## src/rtl/ddram_arb_pkg.sv

```systemverilog
// ddram_arb_pkg
//   Shared types and constants for the DDRAM port arbiter.
//   - arb_state_t : arbiter FSM states
//   - client_t    : requester identifiers
//   - address shift / pad constants used to build 28-bit byte addresses
//   - lane16()    : picks one 16-bit lane out of a 64-bit DDRAM word
package ddram_arb_pkg;

  localparam int MEM_AW    = 28;  // downstream byte address width
  localparam int LD_AW     = 25;  // loader byte address width
  localparam int ROM_AW    = 20;  // ROM 64-bit word address width
  localparam int LD_PAD    = MEM_AW - LD_AW;      // zero bits above loader address
  localparam int ROM_SHIFT = 3;                   // 64-bit word -> byte address
  localparam int ROM_PAD   = MEM_AW - ROM_AW - ROM_SHIFT;
  localparam int SAV_SHIFT = 1;                   // 16-bit word -> byte address

  typedef enum logic [1:0] {
    IDLE,
    ISSUE,
    WAIT
  } arb_state_t;

  typedef enum logic [1:0] {
    CL_LD,
    CL_ROM,
    CL_SAV
  } client_t;

  // DDRAM words are big-endian in lane order: k=0 is the top 16 bits.
  function automatic logic [15:0] lane16(input logic [63:0] d, input logic [1:0] k);
    logic [15:0] r;
    case (k)
      2'd0:    r = d[63:48];
      2'd1:    r = d[47:32];
      2'd2:    r = d[31:16];
      default: r = d[15:0];
    endcase
    return r;
  endfunction

endpackage

```

## src/rtl/arb_toggle_port.sv

```systemverilog
// arb_toggle_port
//   Client side of one toggle handshake: flags a pending request while
//   req != ack, flips ack when the arbiter finishes the transaction and
//   optionally captures read data on that same edge so data and ack
//   become visible together.
// Ports:
//   i_clk, i_rst  clock, async active-high reset
//   i_req         client request toggle
//   i_done        pulse: transaction for this client complete
//   i_load        capture i_data along with i_done (reads only)
//   i_data        read data to capture
//   o_ack         client acknowledge toggle
//   o_pend        request outstanding
//   o_dout        last captured read data, held until the next read
import ddram_arb_pkg::*;

module arb_toggle_port #(
  parameter int DW = 16
) (
  input  logic          i_clk,
  input  logic          i_rst,
  input  logic          i_req,
  input  logic          i_done,
  input  logic          i_load,
  input  logic [DW-1:0] i_data,
  output logic          o_ack,
  output logic          o_pend,
  output logic [DW-1:0] o_dout
);

  logic          r_ack;
  logic [DW-1:0] r_dout;

  always_ff @(posedge i_clk or posedge i_rst) begin
    if (i_rst) begin
      r_ack  <= 1'b0;
      r_dout <= '0;
    end else if (i_done) begin
      r_ack <= ~r_ack;
      if (i_load) r_dout <= i_data;
    end
  end

  assign o_ack  = r_ack;
  assign o_pend = i_req ^ r_ack;
  assign o_dout = r_dout;

endmodule

```

## src/rtl/ddram_arbiter.sv

```systemverilog
// ddram_arbiter
//   Shares the single toggle-handshake DDRAM port among the ROM loader
//   (writes), ROM reads and cartridge save-RAM (reads/writes). One
//   downstream transaction at a time; priority LD > ROM > SAV, except that
//   SAV overtakes ROM once ROM has been granted STARVE_MAX times in a row
//   while SAV was waiting.
// Ports:
//   clk_sys, reset                      clock, async active-high reset
//   ld_addr/ld_din/ld_req/ld_ack        loader write stream
//   rom_addr/rom_req/rom_ack/rom_dout   ROM 64-bit reads
//   sav_addr/sav_din/sav_we/sav_req/
//   sav_ack/sav_dout                    save-RAM 16-bit reads/writes
//   mem_addr/mem_din                    downstream byte address / write data
//   mem_we_req/mem_we_ack               downstream write toggle pair
//   mem_rd_req/mem_rd_ack/mem_dout      downstream read toggle pair + data
import ddram_arb_pkg::*;

module ddram_arbiter #(
  parameter logic [27:0] SAV_BASE   = 28'h2000000,
  parameter int          SAV_AW     = 16,
  parameter int          STARVE_MAX = 4
) (
  input  logic              clk_sys,
  input  logic              reset,
  input  logic [24:0]       ld_addr,
  input  logic [15:0]       ld_din,
  input  logic              ld_req,
  output logic              ld_ack,
  input  logic [19:0]       rom_addr,
  input  logic              rom_req,
  output logic              rom_ack,
  output logic [63:0]       rom_dout,
  input  logic [SAV_AW-1:0] sav_addr,
  input  logic [15:0]       sav_din,
  input  logic              sav_we,
  input  logic              sav_req,
  output logic              sav_ack,
  output logic [15:0]       sav_dout,
  output logic [27:0]       mem_addr,
  output logic [15:0]       mem_din,
  output logic              mem_we_req,
  input  logic              mem_we_ack,
  output logic              mem_rd_req,
  input  logic              mem_rd_ack,
  input  logic [63:0]       mem_dout
);

  localparam int CW = $clog2(STARVE_MAX + 1);

  arb_state_t  r_state;
  client_t     r_client;
  logic        r_wr;          // latched direction: 1 = downstream write
  logic [27:0] r_mem_addr;
  logic [15:0] r_mem_din;
  logic        r_we_req;
  logic        r_rd_req;
  logic [CW-1:0] r_starve;

  logic        w_ld_pend, w_rom_pend, w_sav_pend;
  logic        w_grant;
  client_t     w_gnt;
  logic [27:0] w_ld_byte, w_rom_byte, w_sav_byte;
  logic        w_match;
  logic        w_done;
  logic        w_rd_done;
  logic [15:0] w_sav_lane;
  logic        w_ld_dout_unused;
  logic        w_unused;

  // ---------------------------------------------------------------- clients
  arb_toggle_port #(.DW(1)) u_ld (
    .i_clk  (clk_sys),
    .i_rst  (reset),
    .i_req  (ld_req),
    .i_done (w_done && (r_client == CL_LD)),
    .i_load (1'b0),
    .i_data (1'b0),
    .o_ack  (ld_ack),
    .o_pend (w_ld_pend),
    .o_dout (w_ld_dout_unused)
  );

  arb_toggle_port #(.DW(64)) u_rom (
    .i_clk  (clk_sys),
    .i_rst  (reset),
    .i_req  (rom_req),
    .i_done (w_done && (r_client == CL_ROM)),
    .i_load (w_rd_done),
    .i_data (mem_dout),
    .o_ack  (rom_ack),
    .o_pend (w_rom_pend),
    .o_dout (rom_dout)
  );

  arb_toggle_port #(.DW(16)) u_sav (
    .i_clk  (clk_sys),
    .i_rst  (reset),
    .i_req  (sav_req),
    .i_done (w_done && (r_client == CL_SAV)),
    .i_load (w_rd_done),
    .i_data (w_sav_lane),
    .o_ack  (sav_ack),
    .o_pend (w_sav_pend),
    .o_dout (sav_dout)
  );

  // ld_addr[0] is meaningless for 16-bit writes; the loader has no read data.
  assign w_unused = ^{ld_addr[0], w_ld_dout_unused};

  // ------------------------------------------------------- address mapping
  assign w_ld_byte  = {{LD_PAD{1'b0}}, ld_addr[24:1], 1'b0};
  assign w_rom_byte = {{ROM_PAD{1'b0}}, rom_addr, {ROM_SHIFT{1'b0}}};
  assign w_sav_byte = SAV_BASE + 28'({sav_addr, {SAV_SHIFT{1'b0}}});

  // Lane chosen from the latched byte address, so it matches the issued read.
  assign w_sav_lane = lane16(mem_dout, r_mem_addr[2:1]);

  // ------------------------------------------------------- grant selection
  always_comb begin
    w_grant = w_ld_pend | w_rom_pend | w_sav_pend;
    w_gnt   = CL_LD;
    if (w_ld_pend)
      w_gnt = CL_LD;
    else if (w_sav_pend && (r_starve == CW'(STARVE_MAX)))
      w_gnt = CL_SAV;
    else if (w_rom_pend)
      w_gnt = CL_ROM;
    else
      w_gnt = CL_SAV;
  end

  assign w_match   = r_wr ? (mem_we_ack == r_we_req) : (mem_rd_ack == r_rd_req);
  assign w_done    = (r_state == WAIT) && w_match;
  assign w_rd_done = w_done && !r_wr;

  // -------------------------------------------------------------------- FSM
  always_ff @(posedge clk_sys or posedge reset) begin
    if (reset) begin
      r_state    <= IDLE;
      r_client   <= CL_LD;
      r_wr       <= 1'b0;
      r_mem_addr <= '0;
      r_mem_din  <= '0;
      r_we_req   <= 1'b0;
      r_rd_req   <= 1'b0;
    end else begin
      case (r_state)
        IDLE: begin
          if (w_grant) begin
            r_client <= w_gnt;
            case (w_gnt)
              CL_LD: begin
                r_mem_addr <= w_ld_byte;
                r_mem_din  <= ld_din;
                r_wr       <= 1'b1;
              end
              CL_ROM: begin
                r_mem_addr <= w_rom_byte;
                r_wr       <= 1'b0;
              end
              default: begin
                r_mem_addr <= w_sav_byte;
                r_mem_din  <= sav_din;
                r_wr       <= sav_we;
              end
            endcase
            r_state <= ISSUE;
          end
        end
        ISSUE: begin
          if (r_wr) r_we_req <= ~r_we_req;
          else      r_rd_req <= ~r_rd_req;
          r_state <= WAIT;
        end
        WAIT: begin
          // Client ack/data are updated by the port instances on this edge.
          if (w_match) r_state <= IDLE;
        end
        default: r_state <= IDLE;
      endcase
    end
  end

  // ------------------------------------------------------ starvation guard
  always_ff @(posedge clk_sys or posedge reset) begin
    if (reset) begin
      r_starve <= '0;
    end else if (!w_sav_pend) begin
      r_starve <= '0;
    end else if ((r_state == IDLE) && w_grant) begin
      if (w_gnt == CL_SAV)
        r_starve <= '0;
      else if ((w_gnt == CL_ROM) && (r_starve != CW'(STARVE_MAX)))
        r_starve <= r_starve + 1'b1;
    end
  end

  assign mem_addr   = r_mem_addr;
  assign mem_din    = r_mem_din;
  assign mem_we_req = r_we_req;
  assign mem_rd_req = r_rd_req;

endmodule

```

## config.mk

```make
export PLATFORM = sky130hd
export DESIGN_NAME = ddram_arbiter
export DESIGN_NICKNAME = d
export VERILOG_FILES = /design/src/rtl/ddram_arb_pkg.sv /design/src/rtl/arb_toggle_port.sv /design/src/rtl/ddram_arbiter.sv
export SDC_FILE = /design/constraint.sdc
export NUM_CORES = 1
export LEC_CHECK = 0
export ABC_CLOCK_PERIOD_IN_PS = 4600
export BUFFER_PORTS_ARGS = -buffer_cell sky130_fd_sc_hd__buf_4
export CORE_MARGIN = 5
export CORE_UTILIZATION = 25
export DETAILED_ROUTE_END_ITERATION = 10
export PLACE_DENSITY = 0.58
export SLEW_MARGIN = 20
export SYNTH_ARGS = -nofsm -noshare
export SYNTH_HDL_FRONTEND = slang
export SYNTH_SLANG_ARGS = --single-unit
```

## constraint.sdc

```tcl
create_clock -name clk_sys -period 4.6 [get_ports clk_sys]
set_input_delay 0.92 -clock clk_sys [delete_from_list [all_inputs] [get_ports clk_sys]]
set_output_delay 0.92 -clock clk_sys [all_outputs]
set_load 0.03 [all_outputs]
```

==> results of run 1 <==
[synth_stat cells, types with 2 or more instances]
cell type / n
mux2_4: 68
nand4b_1: 3
mux2_2: 28
nor2_1: 15
xor2_2: 2
ha_1: 2
mux2i_1: 8
nand4_1: 2
buf_4: 4
a21oi_4: 2
dfrtp_1: 134
nand3_1: 9
inv_1: 3
o32a_1: 6
o22ai_1: 14
clkbuf_1: 10
buf_2: 6
and3_1: 12
mux4_2: 16
a21oi_1: 12
nand2b_1: 11
o21ai_0: 8
xor2_1: 4
xnor2_1: 6
nand2_1: 59
buf_6: 9
a221o_1: 6
[through the flow]
stage	setup slack, ns	instances
6_report	1.98	1113
3_3_place_gp	1.54	1082
4_1_cts	1.96	1113
3_5_place_dp	1.49	1082
2_1_floorplan	0.0972	480
5_1_grt	1.86	1113
[routing by layer]
layer	vias to the layer above	routed length [µm]
li1	2287	-
met1	2430	8620
met2	198	9740
met3	11	1560
met4	0	197
met5	-	0
[worst paths after layout]
kind                       depth (start not counted)         endpoint          from
min in group asynchronous                          2     mem_addr[22]         reset
max in group asynchronous                          3  u_sav.o_dout[8]         reset
max                                                5      mem_din[11]       sav_req
max reg2reg                                        4      mem_din[11]    r_state[1]
min reg2reg                                        1     mem_addr[13]  mem_addr[13]
min                                                1     mem_addr[13]  mem_addr[13]
[state kept, by name, summed over array words and instances (netlist names)]
| name | count |
|---|---|
| mem_addr | 25 |
| mem_din | 16 |
| mem_rd_req | 1 |
| mem_we_req | 1 |
| r_client | 2 |
| r_starve | 3 |
| r_state | 2 |
| r_wr | 1 |
| u_ld.o_ack | 1 |
| u_rom.o_ack | 1 |
| u_rom.o_dout | 64 |
| u_sav.o_ack | 1 |
| u_sav.o_dout | 16 |
[area by class of cell]
type                       count  area (µm²)
fill                        2522       16300
sequential                   134        3350
multi-input combinational    312        2950
timing repair buffer         297        2240
clock buffer                  17         425
tap                          335         419
clock inverter                14         153
inverter                       4        20.0
[kinds of logic after synthesis]
family	Yosys count	share of synthesized area, %
flops	134	51.5
buf+inv	34	3.52
other cells	1	0.0576
fa+ha+maj	2	0.385
xor+xnor	13	2.10
simple gates	118	8.71
compound gates	55	6.17
mux	121	27.5
[worst max-delay path: stages]
cell and delay [ns]:
buf_4 0.13, xnor2_2 0.40, o21ai_4 0.32, a21oi_4 0.72, mux2_2 0.41
[where the power goes]
group          switching [mW]  internal, mW
logic                    2.26          1.78
clock network           0.562         0.801
registers               0.374          1.74
==> flow_metrics.env, run 1 <==
export IMPL_outcome="finished, final reports clean"
export IMPL_track_usage_pct=13.3
export IMPL_nets=933
export IMPL_post_route_min_period_ns=2.62
export IMPL_cts_buffer_depth=2
export IMPL_syn2layout_area_growth_pct=47.0
export IMPL_die_h_um=171
export IMPL_cts_root_buf="clkbuf_16"
export IMPL_ir_drop_v=0.000320
export IMPL_seq_area_frac_synth_pct=51.5
export IMPL_synth_area_per_cell_um2=13.6
export IMPL_min_path_type="reg -> reg"
export IMPL_clk_latency_ns=0.41
export IMPL_power_density_mw_per_mm2=785
export IMPL_required_ns=4.89
export IMPL_io_pins=294
export IMPL_cts_setup_buffers=0
export IMPL_ys_warn_count=0
export IMPL_grt_busiest_layer="met2"
export IMPL_finish_instance_area_mm2=0.00956
export IMPL_drt_iter0_markers=298
export IMPL_firstDrtPassIters=5
export IMPL_p_leak_nw=4.61
export IMPL_cts_reportedPaths_clkPinSlew_ns=0.06
export IMPL_dieArea_mm2=0.0294
export IMPL_rsz0062_at_grt="false"
export IMPL_whs_ns=0.496
export IMPL_max_slew_margin_pct=39.3
export IMPL_synth_area_leaders="dfrtp_1, mux2_4, mux4_2"
export IMPL_cp_start_kind="input port"
export IMPL_r2r_slack_ns=2.05
export IMPL_row_count=59
export IMPL_cts_buffers=17
export IMPL_gr_usage_met1_pct=16.9
export IMPL_yosysUniqueCellTypes=46
export IMPL_core_area_mm2=0.0258
export IMPL_gr_total_overflow=0
export IMPL_fp_dieW_um=171
export IMPL_maxSlewViolCount=0
export IMPL_clock_sinks=134
export IMPL_period_share_pct=57.0
export IMPL_port_buffers=289
export IMPL_hpwlAfterDp_um=14800
export IMPL_drive_gt1_share_pct=58.4
export IMPL_wl_um=20100
export IMPL_place_area_mm2=0.00898
export IMPL_hold_violations=0
export IMPL_final_common_cell="buf_4"
export IMPL_fin_total_pwr_mw=7.51
export IMPL_utilization_pct=37.0
export IMPL_synthArstFlopShare_pct=100
export IMPL_ys_ff_latch=134
export IMPL_synth_main_ff_cell="dfrtp_1"
export IMPL_ctsHoldBuffers=0
export IMPL_grt_max_degree=95
export IMPL_cts_resized=0
export IMPL_ant_nets=0
export IMPL_worstMarginPinSlew_ns=0.911
export IMPL_num_antenna_cells=0
export IMPL_yosys_area_top_type_share_pct=51.5
export IMPL_antenna_found_initial=0
export IMPL_viasPerCell=4.43
export IMPL_drc=0
export IMPL_place_gp_congestion=0.774
export IMPL_endpoint_kind="flip-flop"
export IMPL_yosys_area_top_type="dfrtp_1"
export IMPL_htree_levels=4
export IMPL_cts_tree="yes"
export IMPL_crit_arrival_ns=2.91
export IMPL_wl_per_cell_um=18.1
export IMPL_grtUsageMet3_pct=4.23
export IMPL_met2_usage_pct=22.1
export IMPL_grt_first_pass_wirelength_um=30300
export IMPL_fin_setup_tns_ns=0
export IMPL_crit_type="in -> reg"
export IMPL_max_cap_violations=0
export IMPL_setup_viol_count_final=0
export IMPL_path_max_fanout=25
export IMPL_first_global_vias=5232
export IMPL_fmax_ghz=0.382
export IMPL_synth_enable_flop_cells=0
export IMPL_initial_core_util_pct=25.2
export IMPL_fin_skew_ns=0.0129
export IMPL_syn_inst=478
export IMPL_layout_common_cells="buf_4, dfrtp_1, mux2_4"
export IMPL_dr_total_vias=4926
export IMPL_synthesis_area_mm2=0.00651
Power figures use the tool's default switching activity.
==> inputs of run 2 (changes only) <==
--- a/config.mk
+++ b/config.mk
@@ -5,7 +5,7 @@
 export SDC_FILE = /design/constraint.sdc
 export NUM_CORES = 1
 export LEC_CHECK = 0
-export ABC_CLOCK_PERIOD_IN_PS = 4600
+export ABC_CLOCK_PERIOD_IN_PS = 2150
 export BUFFER_PORTS_ARGS = -buffer_cell sky130_fd_sc_hd__buf_4
 export CORE_MARGIN = 5
 export CORE_UTILIZATION = 25
==> constraint.sdc (replaced) <==
create_clock -name clk_sys -period 2.15 [get_ports clk_sys]
set_input_delay 0.43 -clock clk_sys [delete_from_list [all_inputs] [get_ports clk_sys]]
set_output_delay 0.43 -clock clk_sys [all_outputs]
set_load 0.03 [all_outputs]
==> run 2 against run 1 <==
- design area increased by 2.7%
- sequential share of layout area down 0.91 points
- clock-buffer cell count up 1
- setup slack worse by 1.8 ns
- critical endpoint is now u_rom.o_dout[37]
- critical path type is now reg -> reg
==> flow_metrics.env, run 2 (synthesized netlist as in run 1, its figures left out) <==
export IMPL_pwr_share_clk_pct=17.7
export IMPL_antenna_found_initial=0
export IMPL_fmax_ghz=0.512
export IMPL_fin_skew_ns=0.00747
export IMPL_nets=953
export IMPL_place_gp_congestion=0.798
export IMPL_num_antenna_cells=0
export IMPL_dr_total_vias=5016
export IMPL_dieArea_mm2=0.0294
export IMPL_slowest_delay_ns=0.43
export IMPL_clk_latency_ns=0.41
export IMPL_p_comb_share_pct=54.8
export IMPL_place_inst=1101
export IMPL_outcome="finished, final reports clean"
export IMPL_first_global_vias=5245
export IMPL_drive_gt1_share_pct=59.3
export IMPL_cp_startpoint="mem_rd_req"
export IMPL_maxSlewViolCount=0
export IMPL_grt_max_degree=62
export IMPL_p_leak_nw=4.74
export IMPL_hold_violations=0
export IMPL_firstDrtPassIters=4
export IMPL_cts_resized=0
export IMPL_drt_iter0_markers=267
export IMPL_io_pins=294
export IMPL_reg2reg_from="mem_rd_req"
export IMPL_hpwlAfterDp_um=15300
export IMPL_cp_slowest_cell="dfrtp_1"
export IMPL_cts_buffers=17
export IMPL_cts_setup_buffers=0
export IMPL_worstSetupEndpoint="u_rom.o_dout[37]"
export IMPL_grt_first_pass_wirelength_um=30000
export IMPL_endpoint_kind="flip-flop"
export IMPL_crit_arrival_ns=2.25
export IMPL_path_max_fanout=16
export IMPL_cts_reportedPaths_clkPinSlew_ns=0.06
export IMPL_stdcell_count=1134
export IMPL_syn2layout_area_growth_pct=50.9
export IMPL_seqPwrFrac_pct=27.5
export IMPL_final_common_cell="buf_4"
export IMPL_ctsHoldBuffers=1
export IMPL_cts_root_buf="clkbuf_16"
export IMPL_clock_sinks=134
export IMPL_setup_viol_count_final=0
export IMPL_multiInputGateArea_mm2=0.00295
export IMPL_gr_total_overflow=0
export IMPL_layout_common_cells="buf_4, dfrtp_1, mux2_4"
export IMPL_cp_start_kind="flip-flop"
export IMPL_htree_levels=4
export IMPL_power_switching_mw=6.89
export IMPL_power_density_mw_per_mm2=1670
export IMPL_viasPerCell=4.42
export IMPL_regToRegEndpoint="u_rom.o_dout[37]"
export IMPL_nFillCells=2555
export IMPL_port_buffers=289
export IMPL_wl_per_cell_um=17.8
export IMPL_drc=0
export IMPL_worstMarginPinSlew_ns=0.719
export IMPL_r2r_slack_ns=0.20
export IMPL_fp_dieW_um=171
export IMPL_ir_drop_v=0.000734
export IMPL_fin_total_pwr_mw=16.3
export IMPL_swShare_pct=42.1
export IMPL_wl_um=20200
export IMPL_regArea_mm2=0.00335
export IMPL_crit_type="reg -> reg"
export IMPL_fin_setup_tns_ns=0
export IMPL_cp_cell_sequence="xor2_2 > mux2i_2 > and4_4 > buf_12 > mux2_2"
export IMPL_die_h_um=171
export IMPL_row_count=59
export IMPL_track_usage_pct=13.2
export IMPL_utilization_pct=38.0
export IMPL_cts_tree="yes"
export IMPL_intPower_mw=9.46
export IMPL_max_slew_margin_pct=51.7
export IMPL_cts_buffer_depth=2
export IMPL_worstRegToRegCells=5
export IMPL_finish_instance_area_mm2=0.00982
export IMPL_required_ns=2.44
export IMPL_core_area_mm2=0.0258
export IMPL_place_area_mm2=0.00923
export IMPL_largest_reg_flops=64
export IMPL_period_share_pct=90.8
export IMPL_max_cap_violations=0
export IMPL_min_path_type="in -> reg"
export IMPL_initial_core_util_pct=25.2
export IMPL_rsz0062_at_grt="false"
export IMPL_ant_nets=0
export IMPL_post_route_min_period_ns=1.95
[run 2: worst min-delay path by stage]
stage                      from          endpoint  slack [ns]  cells after the start
floorplan           r_starve[1]       r_starve[1]        0.52                      2
detailed placement        reset   u_rom.o_dout[5]        0.41                      2
global placement          reset  u_rom.o_dout[37]        0.41                      2
finish              ld_addr[23]      mem_addr[23]        0.21                      3
CTS                 ld_addr[23]      mem_addr[23]        0.18                      3
global route        ld_addr[23]      mem_addr[23]        0.21                      3
[run 2: power by group through the flow]
stage	Sequential [mW]	Combinational, mW	Clock [mW]
floorplan	6.60	3.67	0
global placement	4.52	9.02	0
detailed placement	4.53	9.10	0
CTS	4.51	9.12	3.02
global route	4.65	9.53	3.13
finish	4.49	8.96	2.89
[run 2: through the flow]
| stage | setup WS [ns] | hold slack [ns] |
|---|---|---|
| after global placement | 0.115 | 0.414 |
| after detailed placement | 0.0878 | 0.412 |
| after floorplan | 0.0548 | 0.518 |
| after CTS | 0.149 | 0.183 |
| final | 0.197 | 0.207 |
| after global routing | 0.0746 | 0.209 |
[run 2: layer usage]
metal,vias to the layer above,global-route usage (%),share of wire [%]
met3,8,4.18,8.4
met1,2440,16.8,43
met5,-,0,0
met4,0,3.27,0.76
li1,2349,-,-
met2,219,22.0,48
[run 2: cell type report]
type | count | area share [%]
multi-input combinational | 312 | 30.0
timing repair buffer | 317 | 25.4
inverter | 4 | 0.191
sequential | 134 | 34.2
clock buffer | 18 | 4.47
tap | 335 | 4.27
clock inverter | 14 | 1.44
[run 2: critical path: cells and delay by family, from the launching register on]
family / cells / cell delay [ns]
AND/OR/NAND/NOR: 1 / 0.43
multiplexers: 2 / 0.55
buffers and inverters: 1 / 0.21
XOR/XNOR: 1 / 0.22
flip-flops: 1 / 0.43
